[src/rtl/shared_dff_reg_arbiter_pkg.sv]
// Shared definitions for the round-robin arbiter around the negative-edge register:
// FSM state encodings and the default data width.
package shared_dff_reg_arbiter_pkg;

  localparam int DEFAULT_WIDTH = 4;

  // 2'b11 is never entered; the FSM treats it as IDLE.
  typedef enum logic [1:0] {
    ST_IDLE  = 2'b00,
    ST_WRITE = 2'b01,
    ST_ACK   = 2'b10
  } arb_state_e;

endpackage

[src/rtl/shared_dff_reg_arbiter_if.sv]
// Requester-side bus of the shared register arbiter: two four-phase write ports
// plus the register contents and arbiter status.
interface shared_dff_reg_arbiter_if
  import shared_dff_reg_arbiter_pkg::*;
  #(parameter int WIDTH = DEFAULT_WIDTH);

  logic             req0;
  logic             req1;
  logic [WIDTH-1:0] data0;
  logic [WIDTH-1:0] data1;
  logic             ack0;
  logic             ack1;
  logic [WIDTH-1:0] Q;
  logic [WIDTH-1:0] NQ;
  logic             owner;
  logic             busy;

  modport master (
    output req0, req1, data0, data1,
    input  ack0, ack1, Q, NQ, owner, busy
  );

  modport slave (
    input  req0, req1, data0, data1,
    output ack0, ack1, Q, NQ, owner, busy
  );

endinterface

[src/rtl/shared_dff_reg_arbiter_neg_edge_reg_en.sv]
// WIDTH-bit falling-edge D register with load enable and asynchronous active-low clear;
// provides both true and complemented outputs.
module neg_edge_reg_en #(
  parameter int WIDTH = 4
) (
  input  logic             clock,
  input  logic             reset_b,
  input  logic             en,
  input  logic [WIDTH-1:0] d,
  output logic [WIDTH-1:0] q,
  output logic [WIDTH-1:0] nq
);

  // storage: loads d on the falling edge when enabled, clears asynchronously
  always_ff @(negedge clock or negedge reset_b) begin
    if (!reset_b) begin
      q <= {WIDTH{1'b0}};
    end else if (en) begin
      q <= d;
    end else begin
      q <= q;
    end
  end

  assign nq = ~q;

endmodule

[src/rtl/shared_dff_reg_arbiter.sv]
// Round-robin arbiter granting two four-phase requesters write access to one
// shared negative-edge register; all state moves on the falling clock edge.
module shared_dff_reg_arbiter
  import shared_dff_reg_arbiter_pkg::*;
#(
  parameter int WIDTH = DEFAULT_WIDTH
) (
  input  logic                     clock,
  input  logic                     reset_b,
  shared_dff_reg_arbiter_if.slave  bus
);

  arb_state_e       state;
  arb_state_e       next_state;
  logic             owner;
  logic             next_owner;
  logic             last;
  logic             next_last;
  logic             ack0;
  logic             next_ack0;
  logic             ack1;
  logic             next_ack1;
  logic             busy;
  logic             next_busy;
  logic             load;
  logic             req_own;
  logic [WIDTH-1:0] wdata;

  assign req_own = owner ? bus.req1 : bus.req0;
  assign wdata   = owner ? bus.data1 : bus.data0;

  // FSM state, grant bookkeeping and registered handshake outputs
  always_ff @(negedge clock or negedge reset_b) begin
    if (!reset_b) begin
      state <= ST_IDLE;
      owner <= 1'b0;
      last  <= 1'b1;
      ack0  <= 1'b0;
      ack1  <= 1'b0;
      busy  <= 1'b0;
    end else begin
      state <= next_state;
      owner <= next_owner;
      last  <= next_last;
      ack0  <= next_ack0;
      ack1  <= next_ack1;
      busy  <= next_busy;
    end
  end

  // next-state logic: arbitrate in IDLE, write once in WRITE, hold ack until release
  always_comb begin
    next_state = state;
    next_owner = owner;
    next_last  = last;
    next_ack0  = ack0;
    next_ack1  = ack1;
    load       = 1'b0;
    case (state)
      ST_IDLE: begin
        if (bus.req0 && bus.req1) begin
          next_owner = ~last;
          next_state = ST_WRITE;
        end else if (bus.req0) begin
          next_owner = 1'b0;
          next_state = ST_WRITE;
        end else if (bus.req1) begin
          next_owner = 1'b1;
          next_state = ST_WRITE;
        end else begin
          next_state = ST_IDLE;
        end
      end
      ST_WRITE: begin
        if (req_own) begin
          load       = 1'b1;
          next_ack0  = ~owner;
          next_ack1  = owner;
          next_state = ST_ACK;
        end else begin
          // aborted request: nothing written and the round-robin pointer is kept
          next_state = ST_IDLE;
        end
      end
      ST_ACK: begin
        if (!req_own) begin
          next_ack0  = 1'b0;
          next_ack1  = 1'b0;
          next_last  = owner;
          next_state = ST_IDLE;
        end else begin
          next_state = ST_ACK;
        end
      end
      default: begin
        next_ack0  = 1'b0;
        next_ack1  = 1'b0;
        next_state = ST_IDLE;
      end
    endcase
    next_busy = (next_state != ST_IDLE);
  end

  neg_edge_reg_en #(.WIDTH(WIDTH)) u_reg (
    .clock   (clock),
    .reset_b (reset_b),
    .en      (load),
    .d       (wdata),
    .q       (bus.Q),
    .nq      (bus.NQ)
  );

  assign bus.ack0  = ack0;
  assign bus.ack1  = ack1;
  assign bus.owner = owner;
  assign bus.busy  = busy;

endmodule

[src/flat_wrapper.sv]
// flat-port wrapper written by rule: the top's interface ports become plain ports
module shared_dff_reg_arbiter_flat import shared_dff_reg_arbiter_pkg::*;
#(
  parameter int WIDTH = DEFAULT_WIDTH
)
  (clock, reset_b, bus_req0, bus_req1, bus_data0, bus_data1, bus_ack0, bus_ack1, bus_Q, bus_NQ, bus_owner, bus_busy);
  shared_dff_reg_arbiter_if #(.WIDTH(WIDTH)) bus_i ();
  input  logic clock;
  input  logic reset_b;
  input wire logic [$bits(bus_i.req0)-1:0] bus_req0;
  input wire logic [$bits(bus_i.req1)-1:0] bus_req1;
  input wire logic [$bits(bus_i.data0)-1:0] bus_data0;
  input wire logic [$bits(bus_i.data1)-1:0] bus_data1;
  output wire logic [$bits(bus_i.ack0)-1:0] bus_ack0;
  output wire logic [$bits(bus_i.ack1)-1:0] bus_ack1;
  output wire logic [$bits(bus_i.Q)-1:0] bus_Q;
  output wire logic [$bits(bus_i.NQ)-1:0] bus_NQ;
  output wire logic [$bits(bus_i.owner)-1:0] bus_owner;
  output wire logic [$bits(bus_i.busy)-1:0] bus_busy;
  assign bus_i.req0 = bus_req0;
  assign bus_i.req1 = bus_req1;
  assign bus_i.data0 = bus_data0;
  assign bus_i.data1 = bus_data1;
  assign bus_ack0 = bus_i.ack0;
  assign bus_ack1 = bus_i.ack1;
  assign bus_Q = bus_i.Q;
  assign bus_NQ = bus_i.NQ;
  assign bus_owner = bus_i.owner;
  assign bus_busy = bus_i.busy;
  shared_dff_reg_arbiter #(.WIDTH(WIDTH)) u_core (.clock(clock), .reset_b(reset_b), .bus(bus_i));
endmodule
[config.mk]
export PLATFORM = sky130hd
export DESIGN_NAME = shared_dff_reg_arbiter_flat
export DESIGN_NICKNAME = d
export VERILOG_FILES = /design/src/rtl/shared_dff_reg_arbiter_pkg.sv /design/src/rtl/shared_dff_reg_arbiter_if.sv /design/src/rtl/shared_dff_reg_arbiter_neg_edge_reg_en.sv /design/src/rtl/shared_dff_reg_arbiter.sv /design/src/flat_wrapper.sv
export SDC_FILE = /design/constraint.sdc
export NUM_CORES = 1
export LEC_CHECK = 0
export BUFFER_PORTS_ARGS = -buffer_cell sky130_fd_sc_hd__clkbuf_2
export CAP_MARGIN = 10
export CORE_UTILIZATION = 35
export CTS_BUF_LIST = sky130_fd_sc_hd__clkbuf_4
export DETAILED_ROUTE_END_ITERATION = 6
export GPL_ROUTABILITY_DRIVEN = 0
export PLACE_DENSITY_LB_ADDON = 0.12
export SETUP_SLACK_MARGIN = 0.5
export SYNTH_ARGS = -nofsm -noshare
export SYNTH_HDL_FRONTEND = slang
export SYNTH_SLANG_ARGS = --single-unit
[constraint.sdc]
create_clock -name clock -period 1.8 [get_ports clock]
set_input_delay 0.18 -clock clock [delete_from_list [all_inputs] [get_ports clock]]
set_output_delay 0.18 -clock clock [all_outputs]
set_load 0.005 [all_outputs]
## Word level (Yosys, flattened, before mapping)

Index checks and enable logic that the tools add are counted.

| word-level totals | value |
|---|---|
| bits in read-only memories | 0 |
| word-level logic and storage cells | 41 |
| output and inout port bits | 12 |
| bits in latches | 0 |
| input port bits | 12 |
| memories kept | 0 |
| bits in writable memories | 0 |
| register bits after elaboration | 11 |

| cells by class | value |
|---|---|
| div/mod/pow operators | 0 |
| shift operators | 0 |
| reductions and logical operators | 8 |
| $mul | 0 |
| eq/ne operators | 4 |
| $add $sub $neg | 0 |
| multiplexer cells | 17 |
| bitwise gates (word level) | 5 |
| order comparisons | 0 |

Operator list:

| operator | count |
|---|---|
| 2-to-1 mux 1 bit | 10 |
| 2-to-1 mux 2 bit | 3 |
| case mux 1 bit (3 select lines) | 2 |
| 2-to-1 mux 4 bit | 1 |
| NOT 1 bit | 4 |
| NOT 4 bit | 1 |
| case mux 2 bit (2 select lines) | 1 |
| AND reduction 2 bit | 2 |
| AND reduction 3 bit | 1 |
| nonzero test 3 bit | 1 |
| == test 2 x 1 -> 1 bit (second input constant) | 1 |
| == test 2 bit (second input constant) | 1 |
| zero test 2 bit | 1 |
| inequality test 2 x 1 -> 1 bit (second input constant) | 1 |
| inequality test 2 bit (second input constant) | 1 |
| nonzero test 2 bit | 1 |
| OR reduction 2 bit | 1 |
| logical AND 1 bit | 1 |

## Depth between registers and ports, before layout

Gate-level depths: netlist of the first run.

| depth | value |
|---|---|
| depth in word-level cells | 5 |
| mapped depth | 5 |

## Cells and area by module

A second synthesis of the first run with hierarchy kept.

| second synthesis, totals | value |
|---|---|
| cells, all modules | 51 |
| area total of the unflattened synthesis | 594.3 µm² |

Modules (own cells, without submodules):

| module | area an instance (µm²) | instances | cells an instance |
|---|---|---|---|
| shared_dff_reg_arbiter | 434.2 | 1 | 39 |
| neg_edge_reg_en | 160.2 | 1 | 12 |

==> qor.txt, run 1 <==
Buffer type at the clock tree root = sky130_fd_sc_hd__clkbuf_4
Status = finished, violations left
Count of maximum capacitance violations = 0
Cell count after synthesis = 51
Clock latency on the worst-skew pair = 320 ps
Library cells used by synthesis = 18
Global-route congestion overflow total = 0
Die Width = 42.8 µm
Io pins = 24
Worst supply voltage drop on vdd = 0.830 mV
Setup skew after layout = 51.2 ps
Pre-CTS setup slack = -367 ps
Worst slew margin = 82.2%
# placed instances = 93
Share of post-route cells with drive strength above 1 = 62.2%
Count of filler cells inserted in the layout = 131
Fin. Hold Viols = 0
Min setup slack post-route = -143 ps
Area contributors post-synth = sky130_fd_sc_hd__dfrtn_1, sky130_fd_sc_hd__mux2i_1, sky130_fd_sc_hd__ha_1
Antenna violations before repair = 0
Leading area contributor after synthesis = sky130_fd_sc_hd__dfrtn_1
Port Buf Inserts = 23
Post-CTS clock slew at the launch and capture registers of the worst setup and hold paths = 50 ps
Avg WL per Cell = 11.3 µm
Antenna-violating nets left = 0
Maximum number of pins on one net before global-route repair = 12
Number of design rule violations left after detail routing = 0
Number of buffers on the longest clock path = 2
Power density over the cells = 1570 nW/µm²
Vias in the first global route = 455
Cell Rows = 14
Level count of the clock H-tree = 1
Area Growth Syn to Fin = 57.1%
Per-cell via count in the routed design = 4.68
Hold crit path type = reg -> reg
Kind of end point of the critical path = primary output
Seq/Total Area, Yosys = 47.4%
Unrepaired setup endpoints after global routing = yes
Syn_area_per_cell = 11.4 µm²
Wire length of the first global-routing pass = 1950 µm
Category of the worst setup path launch point = register
Cell types with the highest counts after synthesis = sky130_fd_sc_hd__dfrtn_1, sky130_fd_sc_hd__inv_1, sky130_fd_sc_hd__mux2i_1, sky130_fd_sc_hd__ha_1, sky130_fd_sc_hd__nand2_1
Kind of critical path = reg -> out
Arrival @ worst endpoint = 1760 ps
Max-slew violation total from the final report = 0
DRC violation total after the first TritonRoute iteration = 7
Overall die area = 1830 µm²
DIE HEIGHT = 42.8 µm
Top fanout value on the critical path = 2
TritonCTS clock tree = built
Static Leak = 0.000525 µW
Violations in the final reports = negative setup slack
Total setup violations reported at the end of the flow = 14
Primary flip-flop cell chosen by synthesis mapping = sky130_fd_sc_hd__dfrtn_1
Total number of vias = 496
Async S/R FF share, synth = 100%
Post-synthesis sequential element count = 11
Core Footprint = 1520 µm²
Cell area after synthesis = 583 µm²
Data required time at the worst endpoint = 1620 ps
Pin slew with the least headroom to its limit = 267 ps
First-pass DRT Iterations = 4
Post-route non-filler standard cell count = 106
Number of clock buffers inserted by TritonCTS = 3
Number of clock sinks = 11
Warning count from the yosys run = 0
Number of enable flip-flop cells after synthesis = 0
WL final = 1200 µm
Number of hold buffers added after cts = 0
Post-synth top area share = 42.9%
# diodes = 0
Overall Global Routing Usage = 14.5%
Leading cell type by number of instances after synthesis = sky130_fd_sc_hd__dfrtn_1
Post-layout nets = 107
Initial Utilization = 38.3%
Net count after synthesis = 67
DP Wirelength = 882 µm
-- stage by stage --
stage | area, µm² | power (µW) | setup TNS, ps | util, % | hold slack (ps)
CTS | 865 | 1400 | -1410 | 56.7 | 449
global route | 916 | 1550 | -1810 | 60.1 | 461
detailed placement | 764 | 1070 | -1520 | 50.2 | 449
global placement | 764 | 1060 | -1450 | 50.2 | 446
floorplan | 611 | 844 | -461 | - | 449
finish | 916 | 1440 | -1330 | 60.1 | 440
-- cells by family (layout without fill, tap and decap cells) --
kind of cell / count (synthesis) / count (layout) / synth area share [%]
AO/OA/AOI/OAI: 3 / 3 / 3.43
adder cells (fa/ha/maj): 4 / 4 / 8.58
buffers and inverters: 10 / 49 / 7.72
flip-flops: 11 / 11 / 47.4
multiplexers: 12 / 12 / 22.3
AND/OR/NAND/NOR: 11 / 11 / 10.5
-- flip-flops by register name (all words and copies together), names as in the netlist --
name	flops
u_core.state	2
u_core.bus.busy	1
u_core.u_reg.q	4
u_core.bus.ack0	1
u_core.bus.owner	1
u_core.bus.ack1	1
u_core.last	1
-- path summary, 6_finish.rpt --
| check | start | endpoint | slack (ps) | cells past startpoint |
|---|---|---|---|---|
| worst min-delay path | u_core.bus.ack0 | u_core.bus.ack0 | 440 | 1 |
| worst max register to register | u_core.bus.owner | u_core.bus.ack0 | 170 | 5 |
| worst max-delay path | u_core.u_reg.q[3] | bus_NQ[3] | -140 | 2 |
| worst min register to register | u_core.bus.ack0 | u_core.bus.ack0 | 440 | 1 |
| min in group asynchronous | reset_b | u_core.u_reg.q[2] | 550 | 1 |
| max in group asynchronous | reset_b | u_core.last | 910 | 1 |
-- cell type report --
| class | instances | area [µm²] | area share, % |
|---|---|---|---|
| clock buffers | 4 | 30.0 | 3.28 |
| clock inverters | 1 | 3.75 | 0.410 |
| inverters | 8 | 30.0 | 3.28 |
| multi-input cells | 30 | 312 | 34.0 |
| flip-flops and latches | 11 | 277 | 30.2 |
| well taps | 16 | 20.0 | 2.19 |
| repair buffers | 36 | 244 | 26.6 |
-- placed cells by master, fill, tap and decap left out, drive strengths merged --
cell / n
clkbuf: 25
mux2: 2
dfrtn: 10
and2b: 1
nand2b: 1
nor3b: 1
inv: 9
a32o: 1
a21oi: 2
ha: 4
buf: 15
and3b: 1
dfstp: 1
nand2: 4
or2: 1
nor2: 2
mux2i: 10
-- where the power goes --
part / total [µW] / switching [µW] / internal [µW]
clock network: 195 / 91.0 / 104
logic: 783 / 325 / 457
registers: 462 / 85.8 / 376
-- layer usage --
layer,track usage (%),routed length (µm)
met5,0,0
met1,18.2,503
met4,3.75,0
met2,22.7,616
met3,6.38,80
-- critical path, stage by stage (launching register included) --
cell	delay [ps]
sky130_fd_sc_hd__dfrtn_1	440
sky130_fd_sc_hd__inv_2	40
sky130_fd_sc_hd__clkbuf_2	100
-- what timing repair did --
item                       CTS  global route
buffers inserted             6             3
resized for setup            7             6
cloned                       0             0
pin swaps                    5             2
setup endpoints to repair   23            23
Power figures use the tool's default switching activity.
==> run 2: changes to the inputs <==
--- a/config.mk
+++ b/config.mk
@@ -11,6 +11,7 @@
 export CTS_BUF_LIST = sky130_fd_sc_hd__clkbuf_4
 export DETAILED_ROUTE_END_ITERATION = 6
 export GPL_ROUTABILITY_DRIVEN = 0
+export GPL_TIMING_DRIVEN = 0
 export PLACE_DENSITY_LB_ADDON = 0.12
 export SETUP_SLACK_MARGIN = 0.5
 export SYNTH_ARGS = -nofsm -noshare
==> constraint.sdc (replaced) <==
create_clock -name clock -period 1.7 [get_ports clock]
set_input_delay 0.17 -clock clock [delete_from_list [all_inputs] [get_ports clock]]
set_output_delay 0.17 -clock clock [all_outputs]
set_load 0.005 [all_outputs]
==> qor.txt, run 2 (synthesized netlist as in run 1, its figures left out) <==
Status = finished, violations left
Violations in the final reports = negative setup slack
Io pins = 24 (unchanged)
Max stage delay cell, worst path = sky130_fd_sc_hd__dfrtn_1
Antenna-violating nets left = 0 (unchanged)
Count of maximum capacitance violations = 0 (unchanged)
Switching share of total power = 34.0% (-0.85 points)
Most common library cell in the layout ignoring fill and taps = sky130_fd_sc_hd__clkbuf_2
Worst supply voltage drop on vdd = 0.783 mV (-5.7%)
Data required time at the worst endpoint = 1530 ps (-90 ps)
Initial Utilization = 38.3% (unchanged)
Post-CTS clock slew at the launch and capture registers of the worst setup and hold paths = 50 ps (about the same)
Setup skew after layout = 50.7 ps (-0.493 ps)
GRT met1 Usage = 17.4% (-0.80 points)
Arrival @ worst endpoint = 1700 ps (-60 ps)
Number of buffers on the longest clock path = 2 (unchanged)
Overall Global Routing Usage = 14.2% (-0.35 points)
Crit-path cells = inv_2, clkbuf_2
TritonCTS clock tree = built
Max-slew violation total from the final report = 0 (unchanged)
Area Growth Syn to Fin = 63.9%
Top fanout value on the critical path = 2 (unchanged)
Most used routing layer in global routing = met2
First-pass DRT Iterations = 2 (-2)
Power density over the cells = 1700 nW/µm² (+8.1%)
Fraction of met3 tracks used by global routing = 7.66% (+1.3 points)
Top Registers = u_core.u_reg.q x4, u_core.state x2
Vias in the first global route = 448 (-1.5%)
Maximum number of pins on one net before global-route repair = 12 (unchanged)
Number of clock buffers inserted by TritonCTS = 3 (unchanged)
Category of the worst setup path launch point = register
Crit path max-delay family = flip-flops
Unrepaired setup endpoints after global routing = yes
Cell-internal power = 1070 µW (+14%)
Count of filler cells inserted in the layout = 129 (-1.5%)
Share of total power in sequential cells = 30.3% (-1.8 points)
Slowest Stage Delay on Critical Path = 430 ps (about the same)
Antenna violations before repair = 0 (unchanged)
Share of post-route cells with drive strength above 1 = 63.7% (+1.5 points)
Static Leak = 0.000543 µW (+3.5%)
Min setup slack post-route = -167 ps (-24.1 ps)
Top library cells by usage in the layout, fill and taps aside = sky130_fd_sc_hd__clkbuf_2, sky130_fd_sc_hd__dfrtn_1, sky130_fd_sc_hd__mux2i_1, sky130_fd_sc_hd__buf_4, sky130_fd_sc_hd__inv_1
Global-route congestion overflow total = 0 (unchanged)
WL final = 1190 µm (-1.2%)
Worst slew margin = 80.9% (-1.3 points)
# diodes = 0 (unchanged)
Switching power = 553 µW (+10%)
Hold crit path type = reg -> reg
Total number of vias = 493 (-0.60%)
Per-cell via count in the routed design = 4.61 (-1.5%)
Level count of the clock H-tree = 1 (unchanged)
Largest register by flop count = u_core.u_reg.q
Fin. Hold Viols = 0 (unchanged)
Overall die area = 1830 µm² (unchanged)
Pin slew with the least headroom to its limit = 287 ps (+20.0 ps)
Clock network fraction of total power = 12.4% (-1.1 points)
Cell Rows = 14 (unchanged)
Number of clock sinks = 11 (unchanged)
Clock latency on the worst-skew pair = 320 ps (about the same)
Gate power share = 57.3% (+2.9 points)
Overall power = 1620 µW (+13%)
DP Wirelength = 813 µm (-7.8%)
DIE HEIGHT = 42.8 µm (unchanged)
Total negative slack = -1830 ps (-503 ps)
Buffer type at the clock tree root = sky130_fd_sc_hd__clkbuf_4
Post-route non-filler standard cell count = 107 (+0.94%)
Kind of end point of the critical path = primary output
CP bufs+invs = 2 (unchanged)
Max FFs per register = 4 (unchanged)
Wire length of the first global-routing pass = 1860 µm (-4.6%)
Total setup violations reported at the end of the flow = 15 (+1)
Global-route met2 utilization = 20.6% (-2.1 points)
Die Width = 42.8 µm (unchanged)
Number of hold buffers added after cts = 0 (unchanged)
Port Buf Inserts = 23 (unchanged)
Kind of critical path = reg -> out
Avg WL per Cell = 11.1 µm (-2.1%)
Number of design rule violations left after detail routing = 0 (unchanged)
Core Footprint = 1520 µm² (unchanged)
# placed instances = 90 (-3.2%)
Post-layout nets = 108 (+0.93%)
DRC violation total after the first TritonRoute iteration = 4 (-3)
-- run 2: worst min-delay path, cell delays in order, from the launching register on --
cell	delay (ps)
sky130_fd_sc_hd__dfrtn_1	400
sky130_fd_sc_hd__inv_1	40
sky130_fd_sc_hd__mux2i_1	110
-- run 2: final cells by class --
type | instances | area [µm²] | area share (%)
inverter | 8 | 30.0 | 3.14
multi-input combinational | 30 | 324 | 33.9
buffer | 1 | 11.3 | 1.18
clock inverter | 1 | 3.75 | 0.393
timing repair buffer | 36 | 260 | 27.2
sequential | 11 | 277 | 28.9
clock buffer | 4 | 30.0 | 3.14
tap | 16 | 20.0 | 2.09
-- run 2: per-stage QoR --
| stage | area (µm²) | setup slack (ps) | utilization (%) | hold slack, ps |
|---|---|---|---|---|
| floorplan | 611 | -298 | - | 449 |
| global placement | 746 | -511 | 48.9 | 438 |
| detailed placement | 746 | -524 | 48.9 | 443 |
| CTS | 910 | -182 | 59.7 | 488 |
| global route | 956 | -215 | 62.7 | 501 |
| finish | 956 | -167 | 62.7 | 483 |
-- run 2: power groups by stage --
stage	combinational (µW)	sequential, µW	clock, µW
after floorplan	395	491	7.36
after global placement	616	492	7.36
after detailed placement	620	492	7.36
after CTS	837	493	209
after global routing	1010	502	224
final	931	492	202
-- run 2: worst paths after layout --
check	from	to	slack, ps	cells past startpoint
worst max-delay path	u_core.u_reg.q[0]	bus_NQ[0]	-170	2
worst min-delay path	u_core.bus.ack1	u_core.bus.ack1	480	2
worst max register to register	u_core.bus.owner	u_core.bus.ack0	-40	6
max in group asynchronous	reset_b	u_core.last	850	1
min in group asynchronous	reset_b	u_core.bus.owner	500	1
worst min register to register	u_core.bus.ack1	u_core.bus.ack1	480	2
-- run 2: repair_timing --
action / CTS / global route
pin swaps: 5 / 0
resized for setup: 13 / 4
endpoints found under the hold margin: 0 / 0
buffers inserted: 9 / 4
endpoints found under the setup margin: 23 / 23
-- run 2: routing by layer --
| layer | part of all wire (%) | vias up |
|---|---|---|
| li1 | - | 249 |
| met1 | 45 | 223 |
| met2 | 47 | 16 |
| met3 | 6.1 | 5 |
| met4 | 1.1 | 0 |
| met5 | 0 | - |
==> run 3: changes to the inputs <==
--- a/config.mk
+++ b/config.mk
@@ -13,7 +13,7 @@
 export GPL_ROUTABILITY_DRIVEN = 0
 export GPL_TIMING_DRIVEN = 0
 export PLACE_DENSITY_LB_ADDON = 0.12
-export SETUP_SLACK_MARGIN = 0.5
+export SETUP_SLACK_MARGIN = 0.4
 export SYNTH_ARGS = -nofsm -noshare
 export SYNTH_HDL_FRONTEND = slang
 export SYNTH_SLANG_ARGS = --single-unit
==> constraint.sdc (replaced) <==
create_clock -name clock -period 1.7 [get_ports clock]
set_input_delay 0.085 -clock clock [delete_from_list [all_inputs] [get_ports clock]]
set_output_delay 0.085 -clock clock [all_outputs]
set_load 0.005 [all_outputs]
==> qor.txt, run 3 (synthesized netlist as in run 1, its figures left out) <==
Power density over the cells = 1680 nW/µm² (-1.2%)
Antenna-violating nets left = 0 (unchanged)
Min setup slack post-route = -80.4 ps (+86.2 ps)
Total setup violations reported at the end of the flow = 12 (-3)
Overall die area = 1830 µm² (unchanged)
Largest register by flop count = u_core.u_reg.q
Maximum number of pins on one net before global-route repair = 12 (unchanged)
Pin slew with the least headroom to its limit = 275 ps (-11.8 ps)
Clock latency on the worst-skew pair = 320 ps (about the same)
Number of design rule violations left after detail routing = 0 (unchanged)
DIE HEIGHT = 42.8 µm (unchanged)
DRC violation total after the first TritonRoute iteration = 4 (unchanged)
Vias in the first global route = 416 (-7.1%)
Number of clock sinks = 11 (unchanged)
Multi-input gate area = 320 µm² (-1.2%)
Arrival @ worst endpoint = 1700 ps (about the same)
# placed instances = 90 (unchanged)
Io pins = 24 (unchanged)
Count of maximum capacitance violations = 0 (unchanged)
Max-slew violation total from the final report = 0 (unchanged)
Status = finished, violations left
Initial Utilization = 38.3% (unchanged)
Violations in the final reports = negative setup slack
Max FFs per register = 4 (unchanged)
Top fanout value on the critical path = 2 (unchanged)
Overall Global Routing Usage = 13.5% (-0.72 points)
Top library cells by usage in the layout, fill and taps aside = sky130_fd_sc_hd__clkbuf_2, sky130_fd_sc_hd__dfrtn_1, sky130_fd_sc_hd__mux2i_1
Share of post-route cells with drive strength above 1 = 61.6% (-2.1 points)
Port Buf Inserts = 23 (unchanged)
Global-route met2 utilization = 21.2% (+0.61 points)
Most used routing layer in global routing = met2
Worst slew margin = 81.7% (+0.79 points)
Avg WL per Cell = 11.5 µm (+3.2%)
Kind of critical path = reg -> out
Data required time at the worst endpoint = 1620 ps (+90 ps)
Area Growth Syn to Fin = 52.8%
Number of clock buffers inserted by TritonCTS = 3 (unchanged)
Overall power = 1500 µW (-7.9%)
Cell Rows = 14 (unchanged)
Number of buffers on the longest clock path = 2 (unchanged)
Hold crit path type = in -> async
Unrepaired setup endpoints after global routing = yes
Post-route non-filler standard cell count = 102 (-4.7%)
DP Wirelength = 726 µm (-11%)
Count of filler cells inserted in the layout = 141 (+9.3%)
Setup skew after layout = 48.7 ps (-1.96 ps)
Worst supply voltage drop on vdd = 0.850 mV (+8.6%)
GRT met1 Usage = 17.1% (-0.31 points)
WL final = 1170 µm (-1.6%)
Category of the worst setup path launch point = register
Global-route congestion overflow total = 0 (unchanged)
Most common library cell in the layout ignoring fill and taps = sky130_fd_sc_hd__clkbuf_2
Fraction of met3 tracks used by global routing = 2.55% (-5.1 points)
Level count of the clock H-tree = 1 (unchanged)
TritonCTS clock tree = built
Post-CTS clock slew at the launch and capture registers of the worst setup and hold paths = 50 ps (about the same)
Post-layout nets = 103 (-4.6%)
Footprint of the flip-flops and latches = 277 µm² (unchanged)
Die Width = 42.8 µm (unchanged)
Kind of end point of the critical path = primary output
Antenna violations before repair = 0 (unchanged)
First-pass DRT Iterations = 2 (unchanged)
Core Footprint = 1520 µm² (unchanged)
Per-cell via count in the routed design = 4.75 (+3.0%)
Top Registers = u_core.u_reg.q x4, u_core.state x2
Total negative slack = -620 ps (+1210 ps)
Total number of vias = 484 (-1.8%)
# diodes = 0 (unchanged)
Buffer type at the clock tree root = sky130_fd_sc_hd__clkbuf_4
Fin. Hold Viols = 0 (unchanged)
Static Leak = 0.000514 µW (-5.4%)
Wire length of the first global-routing pass = 1800 µm (-3.4%)
Number of hold buffers added after cts = 0 (unchanged)
-- run 3: power by group --
| group | internal [µW] | switching (µW) | total (µW) | leakage [µW] |
|---|---|---|---|---|
| Combinational | 476 | 338 | 814 | 0.000358 |
| Sequential | 398 | 98.0 | 496 | 0.000132 |
| Clock | 87.9 | 98.1 | 186 | 0.0000245 |
| Total | 961 | 534 | 1500 | 0.000514 |
-- run 3: layout make-up --
class                   count  area share (%)
plain buffers               1            1.26
clock buffers               3            2.53
clock inverters             2           0.843
inverters                   8            3.37
multi-input cells          30            36.0
flip-flops and latches     11            31.0
well taps                  16            2.25
repair buffers             31            22.8
-- run 3: worst paths after layout --
check	cells past startpoint	start	slack [ps]	endpoint
setup / recovery	2	u_core.u_reg.q[1]	-80	bus_NQ[1]
hold reg to reg	1	u_core.bus.ack0	460	u_core.bus.ack0
max in group asynchronous	1	reset_b	950	u_core.last
setup reg to reg	5	u_core.bus.owner	30	u_core.bus.ack0
min in group clock	1	u_core.bus.ack0	460	u_core.bus.ack0
hold / removal	1	reset_b	410	u_core.bus.ack0
-- run 3: critical path, stage by stage, from the launching register on --
cell	delay [ps]
sky130_fd_sc_hd__dfrtn_1	430
sky130_fd_sc_hd__inv_2	40
sky130_fd_sc_hd__clkbuf_2	100
-- run 3: per-layer routing --
metal	share of wire (%)	routed length, µm
met4	1.1	13
met3	4.7	55
met1	43	506
met2	51	593
met5	0	0
-- run 3: stage by stage --
stage / setup slack, ps / instance area (µm²) / utilization (%) / hold WS (ps)
after detailed placement: -409 / 726 / 47.6 / 441
after global placement: -393 / 726 / 47.6 / 438
final: -80.4 / 891 / 58.5 / 407
after global routing: -126 / 891 / 58.5 / 421
after CTS: -83.3 / 841 / 55.2 / 418
after floorplan: -213 / 591 / - / 449
-- run 3: timing repair --
item	4_1_cts	5_1_grt
setup buffers	6	2
resized for setup	9	11
setup endpoints to repair	20	21
pin swaps	2	2
